<file path="config.mk">
export PLATFORM = sky130hd
export DESIGN_NAME = uart_reg_bridge
export DESIGN_NICKNAME = d
export VERILOG_FILES = /design/src/rtl/uart_bridge_pkg.sv /design/src/rtl/uart_bridge_timer.sv /design/src/rtl/uart_reg_bridge.sv
export SDC_FILE = /design/constraint.sdc
export NUM_CORES = 1
export LEC_CHECK = 0
export ABC_CLOCK_PERIOD_IN_PS = 1540
export CAP_MARGIN = 25
export CORE_MARGIN = 8
export CORE_UTILIZATION = 42
export DETAILED_ROUTE_END_ITERATION = 8
export PLACE_DENSITY = 0.74
export SYNTH_ARGS = -nofsm -noshare
export SYNTH_HDL_FRONTEND = slang
export SYNTH_HIERARCHICAL = 1
export SYNTH_SLANG_ARGS = --single-unit
</file>
<file path="constraint.sdc">
create_clock -name clock -period 1.54 [get_ports clock]
set_input_delay 0.308 -clock clock [delete_from_list [all_inputs] [get_ports clock]]
set_output_delay 0.308 -clock clock [all_outputs]
set_load 0.02 [all_outputs]
</file>
<file path="src/rtl/uart_bridge_pkg.sv">
// Shared protocol constants, FSM state encoding and byte helpers for the UART register bridge.
// Used by uart_reg_bridge and, when UART_BRIDGE_TIMEOUT_EN is defined, by uart_bridge_timer.
package uart_bridge_pkg;

    localparam logic [7:0] CMD_READ  = 8'h52;  // 'R'
    localparam logic [7:0] CMD_WRITE = 8'h57;  // 'W'
    localparam logic [7:0] RSP_OK    = 8'h4B;  // 'K'
    localparam logic [7:0] RSP_ERR   = 8'h3F;  // '?'

    typedef enum logic [2:0] {
        IDLE     = 3'd0,
        GET_ADDR = 3'd1,
        GET_DATA = 3'd2,
        REG_READ = 3'd3,
        REG_WAIT = 3'd4,
        SEND     = 3'd5
    } bridge_state_t;

    function automatic logic is_command(input logic [7:0] b);
        return (b == CMD_READ) || (b == CMD_WRITE);
    endfunction

endpackage

</file>
<file path="src/rtl/uart_bridge_timer.sv">
// Inter-byte timeout counter: counts while run is high, restarts on clear, flags the last cycle.
// Only instantiated when UART_BRIDGE_TIMEOUT_EN is defined.
module uart_bridge_timer #(
    parameter int unsigned CLOCKS_TIMEOUT = 600000
) (
    input  logic clock,
    input  logic reset,
    input  logic run,
    input  logic clear,
    output logic expired
);

    localparam int unsigned CW = (CLOCKS_TIMEOUT > 1) ? $clog2(CLOCKS_TIMEOUT) : 1;
    localparam logic [CW-1:0] LAST = CW'(CLOCKS_TIMEOUT - 1);

    logic [CW-1:0] count_q;

    // Saturates at LAST so a stalled FSM never sees the counter wrap back to zero.
    always_ff @(posedge clock or posedge reset) begin
        if (reset) begin
            count_q <= '0;
        end else if (clear || !run) begin
            count_q <= '0;
        end else if (count_q != LAST) begin
            count_q <= count_q + 1'b1;
        end
    end

    assign expired = run && !clear && (count_q == LAST);

endmodule

</file>
<file path="src/rtl/uart_reg_bridge.sv">
// Byte-oriented UART command bridge: 'R' addr -> register read, 'W' addr data -> register write.
// Define UART_BRIDGE_TIMEOUT_EN to abort partial commands after CLOCKS_TIMEOUT idle cycles.
//
// Handshakes: rx_valid_i is a single-cycle strobe qualifying rx_data_i; tx_write_o is a
// single-cycle strobe issued only after tx_busy_i was sampled low; reg_read_o and reg_write_o
// are single-cycle strobes with reg_rdata_i expected exactly one cycle after reg_read_o.
module uart_reg_bridge
    import uart_bridge_pkg::*;
#(
    parameter int unsigned CLOCKS_TIMEOUT = 600000
) (
    input  logic          clock,
    input  logic          reset,
    input  logic [7:0]    rx_data_i,
    input  logic          rx_valid_i,
    output logic [7:0]    tx_data_o,
    output logic          tx_write_o,
    input  logic          tx_busy_i,
    output logic [7:0]    reg_addr_o,
    output logic [7:0]    reg_wdata_o,
    output logic          reg_write_o,
    output logic          reg_read_o,
    input  logic [7:0]    reg_rdata_i,
    output logic          error_o,
    output bridge_state_t state_o
);

    bridge_state_t state_q, state_d;
    logic          is_write_q, is_write_d;
    logic [7:0]    resp_q, resp_d;
    logic [7:0]    tx_data_d, addr_d, wdata_d;
    logic          tx_write_d, reg_write_d, reg_read_d, error_d;
    logic          timeout_hit;

`ifdef UART_BRIDGE_TIMEOUT_EN
    logic timer_run;

    assign timer_run = (state_q == GET_ADDR) || (state_q == GET_DATA);

    uart_bridge_timer #(
        .CLOCKS_TIMEOUT(CLOCKS_TIMEOUT)
    ) u_timer (
        .clock  (clock),
        .reset  (reset),
        .run    (timer_run),
        .clear  (rx_valid_i),
        .expired(timeout_hit)
    );
`else
    assign timeout_hit = 1'b0;
`endif

    always_ff @(posedge clock or posedge reset) begin
        if (reset) begin
            state_q     <= IDLE;
            is_write_q  <= 1'b0;
            resp_q      <= 8'h00;
            tx_data_o   <= 8'h00;
            tx_write_o  <= 1'b0;
            reg_addr_o  <= 8'h00;
            reg_wdata_o <= 8'h00;
            reg_write_o <= 1'b0;
            reg_read_o  <= 1'b0;
            error_o     <= 1'b0;
        end else begin
            state_q     <= state_d;
            is_write_q  <= is_write_d;
            resp_q      <= resp_d;
            tx_data_o   <= tx_data_d;
            tx_write_o  <= tx_write_d;
            reg_addr_o  <= addr_d;
            reg_wdata_o <= wdata_d;
            reg_write_o <= reg_write_d;
            reg_read_o  <= reg_read_d;
            error_o     <= error_d;
        end
    end

    always_comb begin
        state_d     = state_q;
        is_write_d  = is_write_q;
        resp_d      = resp_q;
        tx_data_d   = tx_data_o;
        addr_d      = reg_addr_o;
        wdata_d     = reg_wdata_o;
        tx_write_d  = 1'b0;
        reg_write_d = 1'b0;
        reg_read_d  = 1'b0;
        error_d     = 1'b0;

        unique case (state_q)
            IDLE: begin
                if (rx_valid_i) begin
                    if (is_command(rx_data_i)) begin
                        is_write_d = (rx_data_i == CMD_WRITE);
                        state_d    = GET_ADDR;
                    end else begin
                        resp_d  = RSP_ERR;
                        error_d = 1'b1;
                        state_d = SEND;
                    end
                end
            end

            GET_ADDR: begin
                if (rx_valid_i) begin
                    addr_d = rx_data_i;
                    if (is_write_q) begin
                        state_d = GET_DATA;
                    end else begin
                        reg_read_d = 1'b1;
                        state_d    = REG_READ;
                    end
                end else if (timeout_hit) begin
                    error_d = 1'b1;
                    state_d = IDLE;
                end
            end

            GET_DATA: begin
                if (rx_valid_i) begin
                    wdata_d     = rx_data_i;
                    reg_write_d = 1'b1;
                    resp_d      = RSP_OK;
                    state_d     = SEND;
                end else if (timeout_hit) begin
                    error_d = 1'b1;
                    state_d = IDLE;
                end
            end

            REG_READ: begin
                error_d = rx_valid_i;
                state_d = REG_WAIT;
            end

            // Read data goes straight out when the transmitter is free; SEND only absorbs waits.
            REG_WAIT: begin
                error_d = rx_valid_i;
                resp_d  = reg_rdata_i;
                if (!tx_busy_i) begin
                    tx_data_d  = reg_rdata_i;
                    tx_write_d = 1'b1;
                    state_d    = IDLE;
                end else begin
                    state_d = SEND;
                end
            end

            SEND: begin
                error_d = rx_valid_i;
                if (!tx_busy_i) begin
                    tx_data_d  = resp_q;
                    tx_write_d = 1'b1;
                    state_d    = IDLE;
                end
            end

            default: begin
                state_d = IDLE;
            end
        endcase
    end

    assign state_o = state_q;

endmodule

</file>
==> results of run 1 <==
[where the power goes]
group / leakage, nW / switching, W / total (W) / internal (W)
sequential: 0.466 / 0.000277 / 0.00179 / 0.00151
clock: 0.0455 / 0.000336 / 0.000701 / 0.000365
combinational: 0.656 / 0.00129 / 0.00241 / 0.00112
total: 1.17 / 0.00191 / 0.00490 / 0.00300
[placed cells by master (no fill, tap or decap), drive strengths merged]
master         Yosys  layout
o21a               1       1
a21boi             1       1
o41ai              1       1
inv                5       5
nor2              14      15
dfrtp             40      40
nand2              9       9
o311ai             1       1
o21ai              5       5
dlymetal6s2s       0       1
nor3b              1       1
o31ai              1       1
nor4b              1       1
mux2              17      17
dlygate4sd2        0      35
o211ai             2       2
xor2               1       1
nand2b             4       4
nand3              1       1
nor3               2       2
mux2i             10      10
buf                8      20
clkdlybuf4s50      0      14
nor4               1       1
o32a               3       3
nor2b              3       3
nand4              1       1
a21oi             11      11
clkbuf             0       8
[state kept, by name, indices dropped and copies added, names as in the netlist]
register,count
error_o,1
is_write_q,1
reg_addr_o,8
reg_read_o,1
reg_wdata_o,8
reg_write_o,1
resp_q,8
state_o,3
tx_data_o,8
tx_write_o,1
[metrics by stage]
| stage | hold WS, ns | worst slack (ns) |
|---|---|---|
| global route | 0.406 | 0.0119 |
| detailed placement | 0.483 | -0.467 |
| floorplan | 0.431 | -0.0747 |
| global placement | 0.485 | -0.426 |
| CTS | 0.368 | 0.0326 |
| finish | 0.368 | 0.0788 |
[how the worst max path moves through the flow]
| stage | end | slack, ns | cells past startpoint |
|---|---|---|---|
| floorplan | reg_addr_o[0] | -0.07 | 4 |
| CTS | reg_addr_o[7] | 0.03 | 4 |
| global route | reg_addr_o[6] | 0.01 | 4 |
| global placement | resp_q[6] | -0.43 | 5 |
| finish | reg_addr_o[7] | 0.08 | 4 |
| detailed placement | resp_q[6] | -0.47 | 5 |
[per-layer routing]
metal / share of wire [%] / vias up / global-route usage (%)
met3: 10 / 3 / 7.37
met1: 41 / 665 / 15.3
met4: 1.0 / 0 / 4.91
met2: 48 / 45 / 22.5
li1: - / 647 / -
met5: 0 / - / 0
[timing repair]
| action | CTS | global route |
|---|---|---|
| resized for setup | 37 | 4 |
| cloned | 0 | 1 |
| endpoints found under the setup margin | 38 | 20 |
| pin swaps | 3 | 0 |
[final cells by class]
type	instances	area [um2]	area share, %
sequential	40	1000	39.9
multi-input combinational	92	713	28.4
clock buffer	8	90.1	3.58
tap	50	62.6	2.49
timing repair buffer	70	626	24.9
inverter	5	18.8	0.747
[worst max-delay path, stage by stage, from the launching register on]
cell and delay, ns:
dfrtp_2 0.47, buf_4 0.18, nor3_2 0.19, buf_6 0.17, mux2_2 0.34
[cells by family after synthesis]
| logic type | count (synthesis) |
|---|---|
| muxes | 27 |
| xor gates and xnor gates | 1 |
| AOI/OAI and AO/OA | 26 |
| DFF | 40 |
| and+or+nand+nor | 37 |
| buffers and inverters | 13 |
==> impl_metrics.tcl, run 1 <==
set metrics [dict create \
    clock_sinks 40 \
    num_antenna_cells 0 \
    syn_area_mm2 0.00175 \
    rsz0062_at_grt "no" \
    core_area_mm2 0.00400 \
    max_slew.worst_pin.slew_ns 0.320 \
    fin_tns_setup_ns 0 \
    fin_area_mm2 0.00251 \
    rows 23 \
    synth-edff-count 0 \
    track_usage_pct 14.0 \
    cp-end-kind "flip-flop" \
    reg2reg_slack_ns 0.08 \
    power_w 0.00490 \
    hp-class "in2async" \
    yosys.area.top_type_share_pct 57.3 \
    synthMuxAreaShare_pct 16.9 \
    syn_nets 164 \
    yosysMostFrequentCell "dfrtp_1" \
    clockBufferDepth 2 \
    finClkSkew_ns 0.00672 \
    synth-xor-area-share_pct 0.501 \
    fp.dieArea_mm2 0.00648 \
    cp-start-kind "flip-flop" \
    cellPowerDensity_mw_per_mm2 1950 \
    syn_area_per_cell_um2 12.1 \
    cp_data_required_time_ns 1.72 \
    hold_buffers 0 \
    synth_flop_cell "dfrtp_1" \
    final.min_clock_period_ns 1.46 \
    netlist_instances 144 \
    drv_slew 0 \
    p_leak_nw 1.17 \
    worstSetupPathType "reg2reg" \
    grt-ovfl-total 0 \
    synth_compound_area_share_pct 9.67 \
    grt_pass1_wl_mm 7.05 \
    yosys_warnings 6 \
    outcome "completed" \
    io_pins 51 \
    via_count 1360 \
    rr_endpoint "reg_addr_o[7]" \
    drt_iter0_markers 51 \
    max_cap_viol_count 0 \
    hpwl_mm 3.34 \
    dp_cells 256 \
    fmax_mhz 684 \
    netlist_top_cells_area "dfrtp_1 57%, mux2_2 10%, mux2i_1 5.7%" \
    io_buffers 50 \
    finalWirelength_mm 4.37 \
    synth_top_family_by_area "multiplexers" \
    worstReg2RegStart "state_o[2]" \
    ant_nets 0 \
    crit_fanout 8 \
    cts_tree "done" \
    fin_cells 265 \
    synthAdderAreaFrac_pct 0 \
    first_pass_iters 4 \
    first_global_vias 1493 \
    antenna_found_initial 0 \
    vias_per_cell 5.13 \
    drc 0 \
    placed_area_mm2 0.00244 \
    synth-simple-area-share_pct 11.7 \
    synth_cell_type_count 30 \
    dieHeight_um 80.5 \
    final_nets 234 \
    ys_top_cells_by_count "40 x dfrtp_1, 16 x mux2_2, 12 x nor2_1, 11 x a21oi_1, 10 x mux2i_1" \
    initial_core_util_pct 43.7 \
    fin_util_pct 62.8 \
    wire_per_inst_um 16.5 \
    htreeDepth 2 \
    fin_crit_sh_pct 94.9 \
    clock_latency_ns 0.29 \
    root_buffer "clkbuf_8" \
    fill_cells 340 \
    yosysSeqAreaShare_pct 57.3 \
    path_clk_slew_ns 0.07 \
    synth-seq-cells 40 \
    setup_violations 0 \
    ir_drop_mv 1.38 \
    rr_worst_depth 4 \
    drive_gt1_share_pct 27.4 \
    gp_congestion 0.891 \
    grt_max_degree 41 \
    cts_setup_buffers 0 \
    hold_viol_final 0 \
    startpoint "state_o[2]" \
    synth_top_area_cell "dfrtp_1" \
    worstPathArrival_ns 1.64 \
    cts_buffers 5 \
    slew_headroom_pct 78.6 \
    syn2layout_area_growth_pct 43.9 \
    die_x_um 80.5 \
    ys_async_sr_fraction_pct 100 \
]
Note: power is estimated with default switching activity, not from simulation.
==> run 2: changes to the inputs <==
Settings changed: ABC_AREA set to 1, CORE_UTILIZATION 42 to 43, GPL_TIMING_DRIVEN set to 1.
==> run 2 against run 1 <==
Compared with the run above: clock-buffer cell count decreased by 2; maximum frequency rose by 1.8%; global-route usage increased by 0.78 points; final cell count increased by 29%; final area is 3.4% higher; critical path depth is 3 lower; setup slack better by 0.026 ns; largest cell class unchanged.
==> impl_metrics.tcl, run 2 <==
set metrics [dict create \
    layout_common_cells "71 x nand2_1, 40 x dfrtp_1, 39 x o21ai_0" \
    critPathBufInv 1 \
    ir_drop_mv 0.973 \
    root_buffer "clkbuf_8" \
    finClkSkew_ns 0.00957 \
    cpMaxStageDelayCell "dfrtp_1" \
    drt_iter0_markers 43 \
    yosysSeqAreaShare_pct 53.4 \
    die_x_um 82.0 \
    syn2layout_area_growth_pct 38.6 \
    drv_slew 0 \
    layout_commonest_cell "nand2_1" \
    preCtsSetupSlack_ns -0.128 \
    routed-wl-met2_mm 2.10 \
    wl_met3_um 357 \
    synth_cell_type_count 23 \
    swShare_pct 42.9 \
    track_usage_pct 14.8 \
    cts_buffers 5 \
    dieHeight_um 82.0 \
    final_nets 308 \
    max_cap_viol_count 0 \
    hold_buffers 0 \
    fin_crit_sh_pct 93.2 \
    gp_congestion 0.819 \
    worstPathArrival_ns 1.13 \
    met1Wirelength_mm 2.05 \
    p_seq_share_pct 35.1 \
    hp-class "in2async" \
    wire_per_inst_um 13.5 \
    grt_max_degree 41 \
    top_layer "met4" \
    clock_sinks 40 \
    ys_top_cells_by_count "71 x nand2_1, 40 x dfrtp_1, 39 x o21ai_0, 17 x inv_1, 17 x nor2_1" \
    slew_headroom_pct 82.7 \
    syn_area_per_cell_um2 8.41 \
    p_leak_nw 1.41 \
    num_antenna_cells 0 \
    rsz0062_at_grt "no" \
    htreeDepth 2 \
    via_count 1677 \
    cts_setup_buffers 0 \
    io_buffers 50 \
    vias_per_cell 4.92 \
    drc 0 \
    syn_area_mm2 0.00188 \
    cp-start-kind "flip-flop" \
    first_pass_iters 4 \
    setup_violations 0 \
    p_int_w 0.00291 \
    grt-ovfl-total 0 \
    ys_async_sr_fraction_pct 100 \
    fmax_mhz 697 \
    io_pins 51 \
    clkPwrFrac_pct 16.6 \
    grt_pass1_wl_mm 7.78 \
    syn_nets 243 \
    max_slew.worst_pin.slew_ns 0.258 \
    worstSetupPathType "reg2out" \
    final.min_clock_period_ns 1.44 \
    rows 24 \
    setup_ws_ns 0.105 \
    clock_latency_ns 0.29 \
    cts_tree "done" \
    outcome "completed" \
    synth-edff-count 0 \
    netlist_top_cells_area "dfrtp_1 53%, nand2_1 14%, o21ai_0 10%" \
    synth_top_area_cell "dfrtp_1" \
    netlist_instances 223 \
    path_delay_family "flip-flops" \
    core_area_mm2 0.00426 \
    clockBufferDepth 2 \
    cp-end-kind "output port" \
    crit_path_max_incr_delay_ns 0.47 \
    fp.dieArea_mm2 0.00673 \
    switchingPower_w 0.00218 \
    cp_data_required_time_ns 1.23 \
    path_clk_slew_ns 0.08 \
    drive_gt1_share_pct 12.1 \
    yosys.area.top_type_share_pct 53.4 \
    hpwl_mm 3.49 \
    initial_core_util_pct 44.0 \
    cellPowerDensity_mw_per_mm2 1960 \
    crit_fanout 6 \
    finalWirelength_mm 4.61 \
    ant_nets 0 \
    synth-seq-cells 40 \
    first_global_vias 1695 \
    power.share.combinational_pct 48.3 \
    antenna_found_initial 0 \
    yosysMostFrequentCell "nand2_1" \
    yosys_warnings 6 \
    synth_flop_cell "dfrtp_1" \
    fin_tns_setup_ns 0 \
    hold_viol_final 0 \
    path_cells "dlygate4sd2_1" \
]
## run 2: cell types whose count changed in the layout (fill, tap and decap cells not counted), moves of 8 or more
cell,previous run,this run
a21oi_1,10,2
dlygate4sd2_1,35,27
inv_1,5,16
mux2_2,16,0
mux2i_1,10,0
nand2_1,9,71
nand3_1,1,13
o21ai_0,5,39
## run 2: repair_timing
action | in CTS | in global routing
cloned | 0 | 0
endpoints found under the setup margin | 27 | 8
gates resized for setup | 27 | 5
## run 2: final timing paths
kind / startpoint / endpoint / slack [ns] / cells after the start
worst min-delay path: reset / tx_data_o[3] / 0.36 / 3
worst max register to register: state_o[1] / state_o[0] / 0.14 / 8
worst min register to register: is_write_q / is_write_q / 0.48 / 2
worst max-delay path: state_o[1] / state_o[1] / 0.10 / 1
max in group asynchronous: reset / state_o[0] / 0.98 / 3
min in group clock: is_write_q / is_write_q / 0.48 / 2
## run 2: metrics by stage
step	power, W	area [um2]	hold WS [ns]	instances	util (%)
2_1_floorplan	0.00342	1880	0.382	223	-
3_3_place_gp	0.00447	2520	0.456	333	59.0
3_5_place_dp	0.00454	2520	0.463	333	59.0
4_1_cts	0.00515	2590	0.371	341	60.7
5_1_grt	0.00548	2600	0.395	341	61.0
6_report	0.00509	2600	0.362	341	61.0
## run 2: cell families after synthesis
logic type      share of synthesized area [%]
compound gates                           12.6
buf+inv                                  5.67
simple gates                             28.4
flops                                    53.4
## run 2: cell type report
cell class                 count  area, um2
timing repair buffer          63        587
tap                           52       65.1
clock buffer                   6       72.6
inverter                      19       71.3
clock inverter                 2       35.0
multi-input combinational    159        768
fill                         376       1660
sequential                    40       1000
## run 2: worst min-delay path, stage by stage
cell	delay, ns
clkdlybuf4s50_1	0.40
inv_1	0.09
buf_12	0.23
## run 2: layer usage
| metal | vias up | GRT usage, % |
|---|---|---|
| met1 | 761 | 17.9 |
| met4 | 0 | 5.96 |
| met5 | - | 0 |
| met2 | 57 | 23.4 |
| met3 | 12 | 5.14 |
| li1 | 847 | - |
## run 2: power by group through the flow
stage | registers [W] | clock network, W | logic, W
2_1_floorplan | 0.00223 | 0 | 0.00119
3_5_place_dp | 0.00182 | 0 | 0.00272
3_3_place_gp | 0.00180 | 0 | 0.00267
5_1_grt | 0.00184 | 0.000902 | 0.00274
6_report | 0.00179 | 0.000846 | 0.00246
4_1_cts | 0.00179 | 0.000860 | 0.00250
